==> config.mk <==
export PLATFORM = sky130hd
export DESIGN_NAME = muldiv_seq_flat
export DESIGN_NICKNAME = d
export VERILOG_FILES = /design/src/rtl/muldiv_seq_if.sv /design/src/rtl/muldiv_seq.sv /design/src/flat_wrapper.sv
export SDC_FILE = /design/constraint.sdc
export NUM_CORES = 1
export LEC_CHECK = 0
export BUFFER_PORTS_ARGS = -buffer_cell sky130_fd_sc_hd__buf_4
export CORE_MARGIN = 2
export CORE_UTILIZATION = 35
export DETAILED_ROUTE_END_ITERATION = 12
export GPL_TIMING_DRIVEN = 0
export PLACE_DENSITY = 0.63
export SYNTH_ARGS = -nofsm -noshare
export SYNTH_HDL_FRONTEND = slang
export SYNTH_SLANG_ARGS = --single-unit
==> constraint.sdc <==
create_clock -name clk -period 4.8 [get_ports clk]
set_input_delay 0.48 -clock clk [delete_from_list [all_inputs] [get_ports clk]]
set_output_delay 0.48 -clock clk [all_outputs]
set_load 0.05 [all_outputs]
==> src/rtl/muldiv_seq_if.sv <==
// EX-stage handshake between the pipeline and the RV32M multiply/divide sequencer.
interface muldiv_seq_if #(
  parameter int unsigned XLEN = 32
);
  logic            start;
  logic [2:0]      funct3;
  logic [XLEN-1:0] rs1_data;
  logic [XLEN-1:0] rs2_data;
  logic            flush;
  logic            stall;
  logic            busy;
  logic            done;
  logic [XLEN-1:0] result;

  modport master (
    output start, funct3, rs1_data, rs2_data, flush,
    input  stall, busy, done, result
  );

  modport slave (
    input  start, funct3, rs1_data, rs2_data, flush,
    output stall, busy, done, result
  );
endinterface

==> src/rtl/muldiv_seq.sv <==
// Iterative RV32M multiply/divide sequencer (shift-add / restoring divide).
// Define MULDIV_FAST_MUL_EN for a single-cycle multiplier; divide stays iterative.
module muldiv_seq (
  input logic        clk,
  input logic        rst,
  muldiv_seq_if.slave bus
);
  localparam int unsigned XLEN = 32;
  localparam int unsigned CW   = 5;

  typedef enum logic [1:0] {IDLE, CALC, FIX, DONE} state_t;

  state_t          state;
  logic [2:0]      op;
  logic            neg_res;
  logic            neg_rem;
  logic [XLEN-1:0] mag_a;
  logic [XLEN-1:0] mag_b;
  logic [2*XLEN-1:0] acc;
  logic [CW-1:0]   count;
  logic            busy_q;
  logic            done_q;
  logic [XLEN-1:0] result_q;

  logic [2:0]      f3;
  logic [XLEN-1:0] a, b;
  logic            a_signed, b_signed, a_neg, b_neg;
  logic [XLEN-1:0] a_mag, b_mag;
  logic            div_zero, div_ovf, special;
  logic [XLEN-1:0] special_res;
  logic            fast_mul;
  logic [XLEN-1:0] fast_res;

  // Operand decode in the start cycle
  always_comb begin
    f3       = bus.funct3;
    a        = bus.rs1_data;
    b        = bus.rs2_data;
    a_signed = (f3 == 3'b000) || (f3 == 3'b001) || (f3 == 3'b010) ||
               (f3 == 3'b100) || (f3 == 3'b110);
    b_signed = (f3 == 3'b000) || (f3 == 3'b001) || (f3 == 3'b100) || (f3 == 3'b110);
    a_neg    = a_signed & a[XLEN-1];
    b_neg    = b_signed & b[XLEN-1];
    a_mag    = a_neg ? XLEN'(~a + XLEN'(1)) : a;
    b_mag    = b_neg ? XLEN'(~b + XLEN'(1)) : b;
    div_zero = f3[2] && (b == '0);
    div_ovf  = f3[2] && !f3[0] && (a == 32'h8000_0000) && (b == 32'hFFFF_FFFF);
    special  = div_zero || div_ovf;
    if (div_zero) special_res = f3[1] ? a : 32'hFFFF_FFFF;
    else          special_res = f3[1] ? 32'h0000_0000 : 32'h8000_0000;
  end

`ifdef MULDIV_FAST_MUL_EN
  logic signed [2*XLEN-1:0] fast_prod;
  assign fast_prod = $signed({{XLEN{a_signed & a[XLEN-1]}}, a}) *
                     $signed({{XLEN{b_signed & b[XLEN-1]}}, b});
  assign fast_mul  = !f3[2];
  assign fast_res  = (f3 == 3'b000) ? fast_prod[XLEN-1:0] : fast_prod[2*XLEN-1:XLEN];
`else
  assign fast_mul  = 1'b0;
  assign fast_res  = '0;
`endif

  logic [XLEN:0]     mul_sum;
  logic [XLEN:0]     div_trial;
  logic [2*XLEN-1:0] mul_next, div_next;

  // One shift-add / restoring-divide step; acc low half holds multiplier or dividend/quotient
  always_comb begin
    mul_sum   = {1'b0, acc[2*XLEN-1:XLEN]} + (acc[0] ? {1'b0, mag_a} : (XLEN+1)'(0));
    mul_next  = {mul_sum, acc[XLEN-1:1]};
    div_trial = {acc[2*XLEN-1:XLEN], acc[XLEN-1]} - {1'b0, mag_b};
    div_next  = div_trial[XLEN] ? {acc[2*XLEN-2:0], 1'b0}
                                : {div_trial[XLEN-1:0], acc[XLEN-2:0], 1'b1};
  end

  logic [2*XLEN-1:0] prod_fix;
  logic [XLEN-1:0]   quot_fix, rem_fix, fix_res;

  // Sign correction and result selection
  always_comb begin
    prod_fix = neg_res ? (2*XLEN)'(~acc + (2*XLEN)'(1)) : acc;
    quot_fix = neg_res ? XLEN'(~acc[XLEN-1:0] + XLEN'(1)) : acc[XLEN-1:0];
    rem_fix  = neg_rem ? XLEN'(~acc[2*XLEN-1:XLEN] + XLEN'(1)) : acc[2*XLEN-1:XLEN];
    case (op)
      3'b000:         fix_res = prod_fix[XLEN-1:0];
      3'b001, 3'b010,
      3'b011:         fix_res = prod_fix[2*XLEN-1:XLEN];
      3'b100, 3'b101: fix_res = quot_fix;
      default:        fix_res = rem_fix;
    endcase
  end

  always_ff @(posedge clk or posedge rst) begin
    if (rst) begin
      state    <= IDLE;
      op       <= '0;
      neg_res  <= 1'b0;
      neg_rem  <= 1'b0;
      mag_a    <= '0;
      mag_b    <= '0;
      acc      <= '0;
      count    <= '0;
      busy_q   <= 1'b0;
      done_q   <= 1'b0;
      result_q <= '0;
    end else if (bus.flush) begin
      state  <= IDLE;
      busy_q <= 1'b0;
      done_q <= 1'b0;
    end else begin
      case (state)
        IDLE: begin
          done_q <= 1'b0;
          if (bus.start) begin
            op      <= f3;
            neg_res <= a_neg ^ b_neg;
            neg_rem <= a_neg;
            mag_a   <= a_mag;
            mag_b   <= b_mag;
            count   <= CW'(31);
            busy_q  <= 1'b1;
            if (special || fast_mul) begin
              result_q <= special ? special_res : fast_res;
              done_q   <= 1'b1;
              state    <= DONE;
            end else begin
              acc   <= {XLEN'(0), f3[2] ? a_mag : b_mag};
              state <= CALC;
            end
          end
        end
        CALC: begin
          acc <= op[2] ? div_next : mul_next;
          if (count == '0) state <= FIX;
          else             count <= count - CW'(1);
        end
        FIX: begin
          result_q <= fix_res;
          done_q   <= 1'b1;
          state    <= DONE;
        end
        DONE: begin
          done_q <= 1'b0;
          busy_q <= 1'b0;
          state  <= IDLE;
        end
        default: state <= IDLE;
      endcase
    end
  end

  assign bus.stall  = ((state == IDLE) && bus.start && !bus.flush) ||
                      (state == CALC) || (state == FIX);
  assign bus.busy   = busy_q;
  assign bus.done   = done_q;
  assign bus.result = result_q;
endmodule

==> src/flat_wrapper.sv <==
// flat-port wrapper written by rule: the top's interface ports become plain ports
module muldiv_seq_flat 
  (clk, rst, bus_start, bus_funct3, bus_rs1_data, bus_rs2_data, bus_flush, bus_stall, bus_busy, bus_done, bus_result);
  muldiv_seq_if #(.XLEN(32)) bus_i ();
  input logic clk;
  input logic rst;
  input wire logic [$bits(bus_i.start)-1:0] bus_start;
  input wire logic [$bits(bus_i.funct3)-1:0] bus_funct3;
  input wire logic [$bits(bus_i.rs1_data)-1:0] bus_rs1_data;
  input wire logic [$bits(bus_i.rs2_data)-1:0] bus_rs2_data;
  input wire logic [$bits(bus_i.flush)-1:0] bus_flush;
  output wire logic [$bits(bus_i.stall)-1:0] bus_stall;
  output wire logic [$bits(bus_i.busy)-1:0] bus_busy;
  output wire logic [$bits(bus_i.done)-1:0] bus_done;
  output wire logic [$bits(bus_i.result)-1:0] bus_result;
  assign bus_i.start = bus_start;
  assign bus_i.funct3 = bus_funct3;
  assign bus_i.rs1_data = bus_rs1_data;
  assign bus_i.rs2_data = bus_rs2_data;
  assign bus_i.flush = bus_flush;
  assign bus_stall = bus_i.stall;
  assign bus_busy = bus_i.busy;
  assign bus_done = bus_i.done;
  assign bus_result = bus_i.result;
  muldiv_seq u_core (.clk(clk), .rst(rst), .bus(bus_i));
endmodule
Yosys cells after proc, flatten, opt, wreduce, memory -nomap -nowiden
Cells that the tools add are included.
{"block": "word_totals", "reg_bits": 174, "input_bits": 71, "out_inout_bits": 35, "elab_cells": 116}
{"block": "op_classes", "add_sub_neg": 8, "eq_ne": 20, "mux": 34, "n_bitwise": 9, "reduce_logical": 34}
{"op": "32-bit 2-to-1 mux", "n": 11}
{"op": "64-bit 2-to-1 mux", "n": 5}
{"op": "32-bit by 1-bit adder with 32-bit output (second input constant)", "n": 4}
{"op": "32-bit inverter", "n": 4}
{"op": "64-bit case mux with 2 select lines", "n": 1}
{"op": "32-bit case mux with 3 select lines", "n": 1}
{"op": "64-bit by 1-bit adder with 64-bit output (second input constant)", "n": 1}
{"op": "32-bit equality test (second input constant)", "n": 2}
{"op": "64-bit inverter", "n": 1}
{"op": "32-bit case mux with 2 select lines", "n": 1}
{"op": "32-bit by 33-bit adder with 33-bit output", "n": 1}
{"op": "33-bit by 32-bit subtractor with 33-bit output", "n": 1}
{"op": "32-bit zero test", "n": 1}
{"op": "3-bit equality test (second input constant)", "n": 4}
{"op": "4-bit AND reduction", "n": 3}
{"op": "5-bit 2-to-1 mux", "n": 2}
{"op": "5-bit case mux with 2 select lines", "n": 1}
{"op": "3-bit by 2-bit equality test with 1-bit output (second input constant)", "n": 3}
{"op": "1-bit logical OR", "n": 9}
{"op": "2-bit 2-to-1 mux", "n": 4}
{"op": "2-bit case mux with 4 select lines", "n": 1}
{"op": "3-bit by 1-bit equality test with 1-bit output (second input constant)", "n": 2}
{"op": "1-bit logical AND", "n": 6}
{"op": "3-bit zero test", "n": 2}
{"op": "other kinds (23)", "n": 34}

Longest topological paths before layout
{"block": "logic_depth", "word_depth": 11, "depth_mapped": 15}

Least setup slack after synthesis
OpenSTA, ideal clock, no wires.
{"block": "synth_path", "path_type": "reg-to-reg", "start": "register u_core.acc[0]", "end": "register u_core.acc[62]", "arrival_time_ns": 3.261, "t_required_ns": 4.680, "setup_slack_ns": 1.419, "path_stages_with_launch": 15, "path_buffers": 2, "synth_period_minus_slack_ns": 3.381, "path_cell_list": "dfrtp_1 > clkbuf_1 > clkbuf_1 > nand2_1 > inv_1 > ha_1 > a211oi_1 > o21a_1 > o21ai_0 > a21oi_1 > o311ai_0 > a31oi_1 > o21ai_0 > or4_1 > a31o_2"}
{"block": "synth_between", "elab_chain_cells": 4}
{"element": "start, declared", "line_no": "muldiv_seq.sv:19", "text": "logic [2*XLEN-1:0] acc;"}
{"element": "start signal, assigned", "line_no": "muldiv_seq.sv:128", "text": "acc <= {XLEN'(0), f3[2] ? a_mag : b_mag};"}
{"element": "start signal, assigned", "line_no": "muldiv_seq.sv:134", "text": "acc <= op[2] ? div_next : mul_next;"}
{"element": "32-bit 2-to-1 mux", "line_no": "muldiv_seq.sv:70", "text": "mul_sum = {1'b0, acc[2*XLEN-1:XLEN]} + (acc[0] ? {1'b0, mag_a} : (XLEN+1)'(0));"}
{"element": "32-bit by 33-bit adder with 33-bit output", "line_no": "muldiv_seq.sv:70"}
{"element": "64-bit 2-to-1 mux", "line_no": "muldiv_seq.sv:134"}
{"element": "64-bit case mux with 2 select lines", "line_no": "muldiv_seq.sv:112", "text": "case (state)"}
No other way between the ends.
A chain may end at the register's enable or synchronous reset.

Worst setup path after layout
{"block": "layout_path", "start": "register u_core.acc[32]", "end": "register u_core.acc[51]"}
{"block": "layout_between", "elab_chain_cells": 4, "elab_cells_between_ends": 5}
{"element": "33-bit by 32-bit subtractor with 33-bit output", "line_no": "muldiv_seq.sv:72", "text": "div_trial = {acc[2*XLEN-1:XLEN], acc[XLEN-1]} - {1'b0, mag_b};"}
{"element": "64-bit 2-to-1 mux", "line_no": "muldiv_seq.sv:73", "text": "div_next = div_trial[XLEN] ? {acc[2*XLEN-2:0], 1'b0}"}
{"element": "64-bit 2-to-1 mux *", "line_no": "muldiv_seq.sv:134"}
{"element": "64-bit case mux with 2 select lines *", "line_no": "muldiv_seq.sv:112"}
Every way passes the cells marked *; elsewhere a longest branch is shown, timed or not.

==> metrics.txt <==
CP Cell Sequence inv_1 > fa_1 > nand2b_1 > a21o_1 > a21oi_1 > a41oi_1 > a21oi_1 > xnor2_1 > clkbuf_1 > clkbuf_2 > mux2i_1 > o221ai_1; reg-to-reg endpoint u_core.acc[51]; most common cell after layout, fill and taps aside nand2_1; Clock transition at path regs 0.08 ns; clock period minus final worst setup slack between 4 and 5 ns; Seq/Total Area, Yosys 26.8%; Syn Std Cell Area ~0.016 mm2; Core Area 0.0456 mm2; dpl cell area approximately 0.018 mm2; total track usage 31.5%; Worst Tran Pin Value 1.24 ns; fin area around 0.018 mm2; RSZ-0062 raised after global routing no; pwr dens 685 mW/mm2; worst setup path startpoint u_core.acc[32]; Ys Warns 0; Synth Instances 2,105; layout cells sized above 1 about a tenth; Final Hold Slack 0.361 ns; GP Congestion roughly 1.0; fin crit share about nine tenths; Post-CTS Setup Bufs 0; R2R cell count 12; First-pass DRT Iterations 6; outcome finished clean; port buffer count between 100 and 150; DR WL/cell 26.7 um; critical path arrival about 4.7 ns; FMAX 0.227 GHz; register bit total from synthesis 174; most frequent cells in the layout nand2_1 (276), o21ai_0 (246), dfrtp_1 (174), nor2_1 (145), a21oi_1 (126); hpwl dp between 60,000 and 70,000 um; Total Routed Length roughly 76,000 um; Unique masters post-synth 79; Clock Tree Buf Depth 2; grt ovf 0; Worst Setup EP u_core.acc[51]; DR vias/cell slightly above 6; R2R Setup Slk between 0.3 and 0.4 ns; Skew-Pair Late Insertion Delay 0.48 ns; Post-synth EDFFs 0; full die area between 0.04 and 0.05 mm2; number of antenna violations at the first check in global routing 1; most frequent CP cell a21oi_1; initial drt markers about 2,100; synthesized area per cell between 7 and 8 um2; Final Hold Vio Count 0; Die X about 220 um; Post-Layout Cell Count ~2,800; num ports approximately 110; Initial Utilization between 30% and 40%; Crit path largest cell delay between 0.5 and 0.6 ns; CP startpoint kind register; vias in the first global route 16,500; area delta synth->final 13.7%; htree depth 4; CP endpoint kind register; CP delay by family, top buffers and inverters; Clock Root Buffer clkbuf_16; Setup TNS Final 0 ns; crit path buf inv count 3; crit path kind reg -> reg; chip height 219 um; Peak VDD IR between 0.0002 and 0.0003 V; CTS tree yes; Pleak 7.69 nW; CP required 5.12 ns; first-pass GRT wire length about 110,000 um; placed cells ~2,800; Crit Path Max Fanout 10; DRC 0; via total after detailed routing about 18,000; critical path depth in cells 12; Setup Viol. Count Final 0; maxcap violations 0; antenna violation net count after detailed routing 0; CP max-delay cell dfrtp_1; Hold Path Class in -> reg; Rel. slew slack between 15 and 20%; Final nets 2,381; pin count of the biggest net entering global routing between 40 and 50; Syn Nets 2,253; Primary FF master, synth dfrtp_1; Final Max Slew Viols 0; clk sinks roughly 170; Clock Skew 0.0174 ns; number of buffers created by CTS 17; ys async rst share 100%; FP Rows about 80; r2r startpoint u_core.acc[32]
[report_power, final]
group	internal, mW	switching (mW)	total, mW
Combinational	2.82	5.65	8.47
Clock	0.757	0.717	1.47
Sequential	2.07	0.629	2.70
[layer usage]
metal | track usage, % | share of wire [%]
met5 | 0 | 0
met4 | 15.1 | 4.9
met3 | 6.56 | 9.7
met2 | 46.5 | 43
met1 | 43.6 | 43
[what timing repair did]
item / in CTS / in global routing
hold endpoints to repair: 17 / 0
hold buffers: 1 / 0
gates resized for setup: 0 / 5
setup endpoints to repair: 0 / 5
[Yosys cell counts (all sizes together), types with 12 or more instances]
cell type	number	share of area, %
a211oi	15	0.69
a21o	24	1.1
a21oi	127	3.9
a22oi	12	0.55
a31oi	39	1.5
and2	42	1.6
buf	26	0.93
clkbuf	121	3.5
dfrtp	174	27
ha	75	5.8
inv	68	1.6
mux2i	66	4.1
nand2	276	6.4
nand2b	15	0.58
nand3	34	1.1
nand4	28	1.2
nor2	146	3.4
nor2b	15	0.58
nor3	48	1.5
nor4	14	0.54
o211ai	18	0.83
o21a	18	0.83
o21ai	247	7.6
o221ai	19	1.0
o22ai	25	0.96
o31ai	32	1.5
o41ai	16	0.86
or3	31	1.2
or4	21	1.1
xnor2	84	4.5
xor2	103	5.6
[logic make-up after synthesis]
logic type / Yosys count / share of synthesized area, %
and+or+nand+nor: 710 / 21.0
muxes: 76 / 4.76
adders and majority gates: 77 / 6.02
buffers and inverters: 216 / 6.00
AOI/OAI and AO/OA: 665 / 25.4
xor gates and xnor gates: 187 / 10.1
DFF: 174 / 26.8
[registers in the layout (all words and copies together), names as in the netlist]
signal	count
u_core.mag_a	32
u_core.acc	64
u_core.op	3
u_core.state	2
u_core.bus.done	1
u_core.neg_res	1
u_core.bus.busy	1
u_core.bus.result	32
u_core.count	5
u_core.neg_rem	1
u_core.mag_b	32
[cell type report]
type | instances | area, um2
clock inverter | 11 | 121
fill | 4721 | 27100
clock buffer | 20 | 457
buffer | 147 | 718
multi-input combinational | 1715 | 10900
inverter | 69 | 263
tap | 600 | 751
sequential | 174 | 4350
timing repair buffer | 109 | 883
antenna | 2 | 5.00
[worst register-to-register path, delay by kind of cell, from the launching register on]
family | cells | cell delay (ns)
buffers and inverters | 3 | 1.32
AO/OA/AOI/OAI | 5 | 1.25
flip-flops | 1 | 0.58
adder cells (fa/ha/maj) | 1 | 0.50
multiplexers | 1 | 0.26
AND/OR/NAND/NOR | 1 | 0.20
XOR/XNOR | 1 | 0.17
[worst min path at each step]
stage          slack (ns)        startpoint  cells after the start               end
6_report             0.36  bus_rs1_data[31]                      3  u_core.mag_a[31]
5_1_grt              0.35     bus_funct3[0]                      2      u_core.op[0]
4_1_cts              0.33     bus_funct3[0]                      2      u_core.op[0]
3_5_place_dp         0.46  u_core.mag_a[14]                      2  u_core.mag_a[14]
3_3_place_gp         0.46  u_core.mag_a[24]                      2  u_core.mag_a[24]
2_1_floorplan        0.44   u_core.mag_a[0]                      2   u_core.mag_a[0]
[stage by stage]
step	util [%]	setup WS, ns	power (mW)
after floorplan	-	1.42	8.10
after global placement	39.0	0.335	10.8
after detailed placement	39.2	0.278	10.9
after CTS	40.5	0.254	12.4
after global routing	40.5	0.0970	13.4
final	40.5	0.388	12.6
No activity file was read; power rests on OpenSTA's default activity.
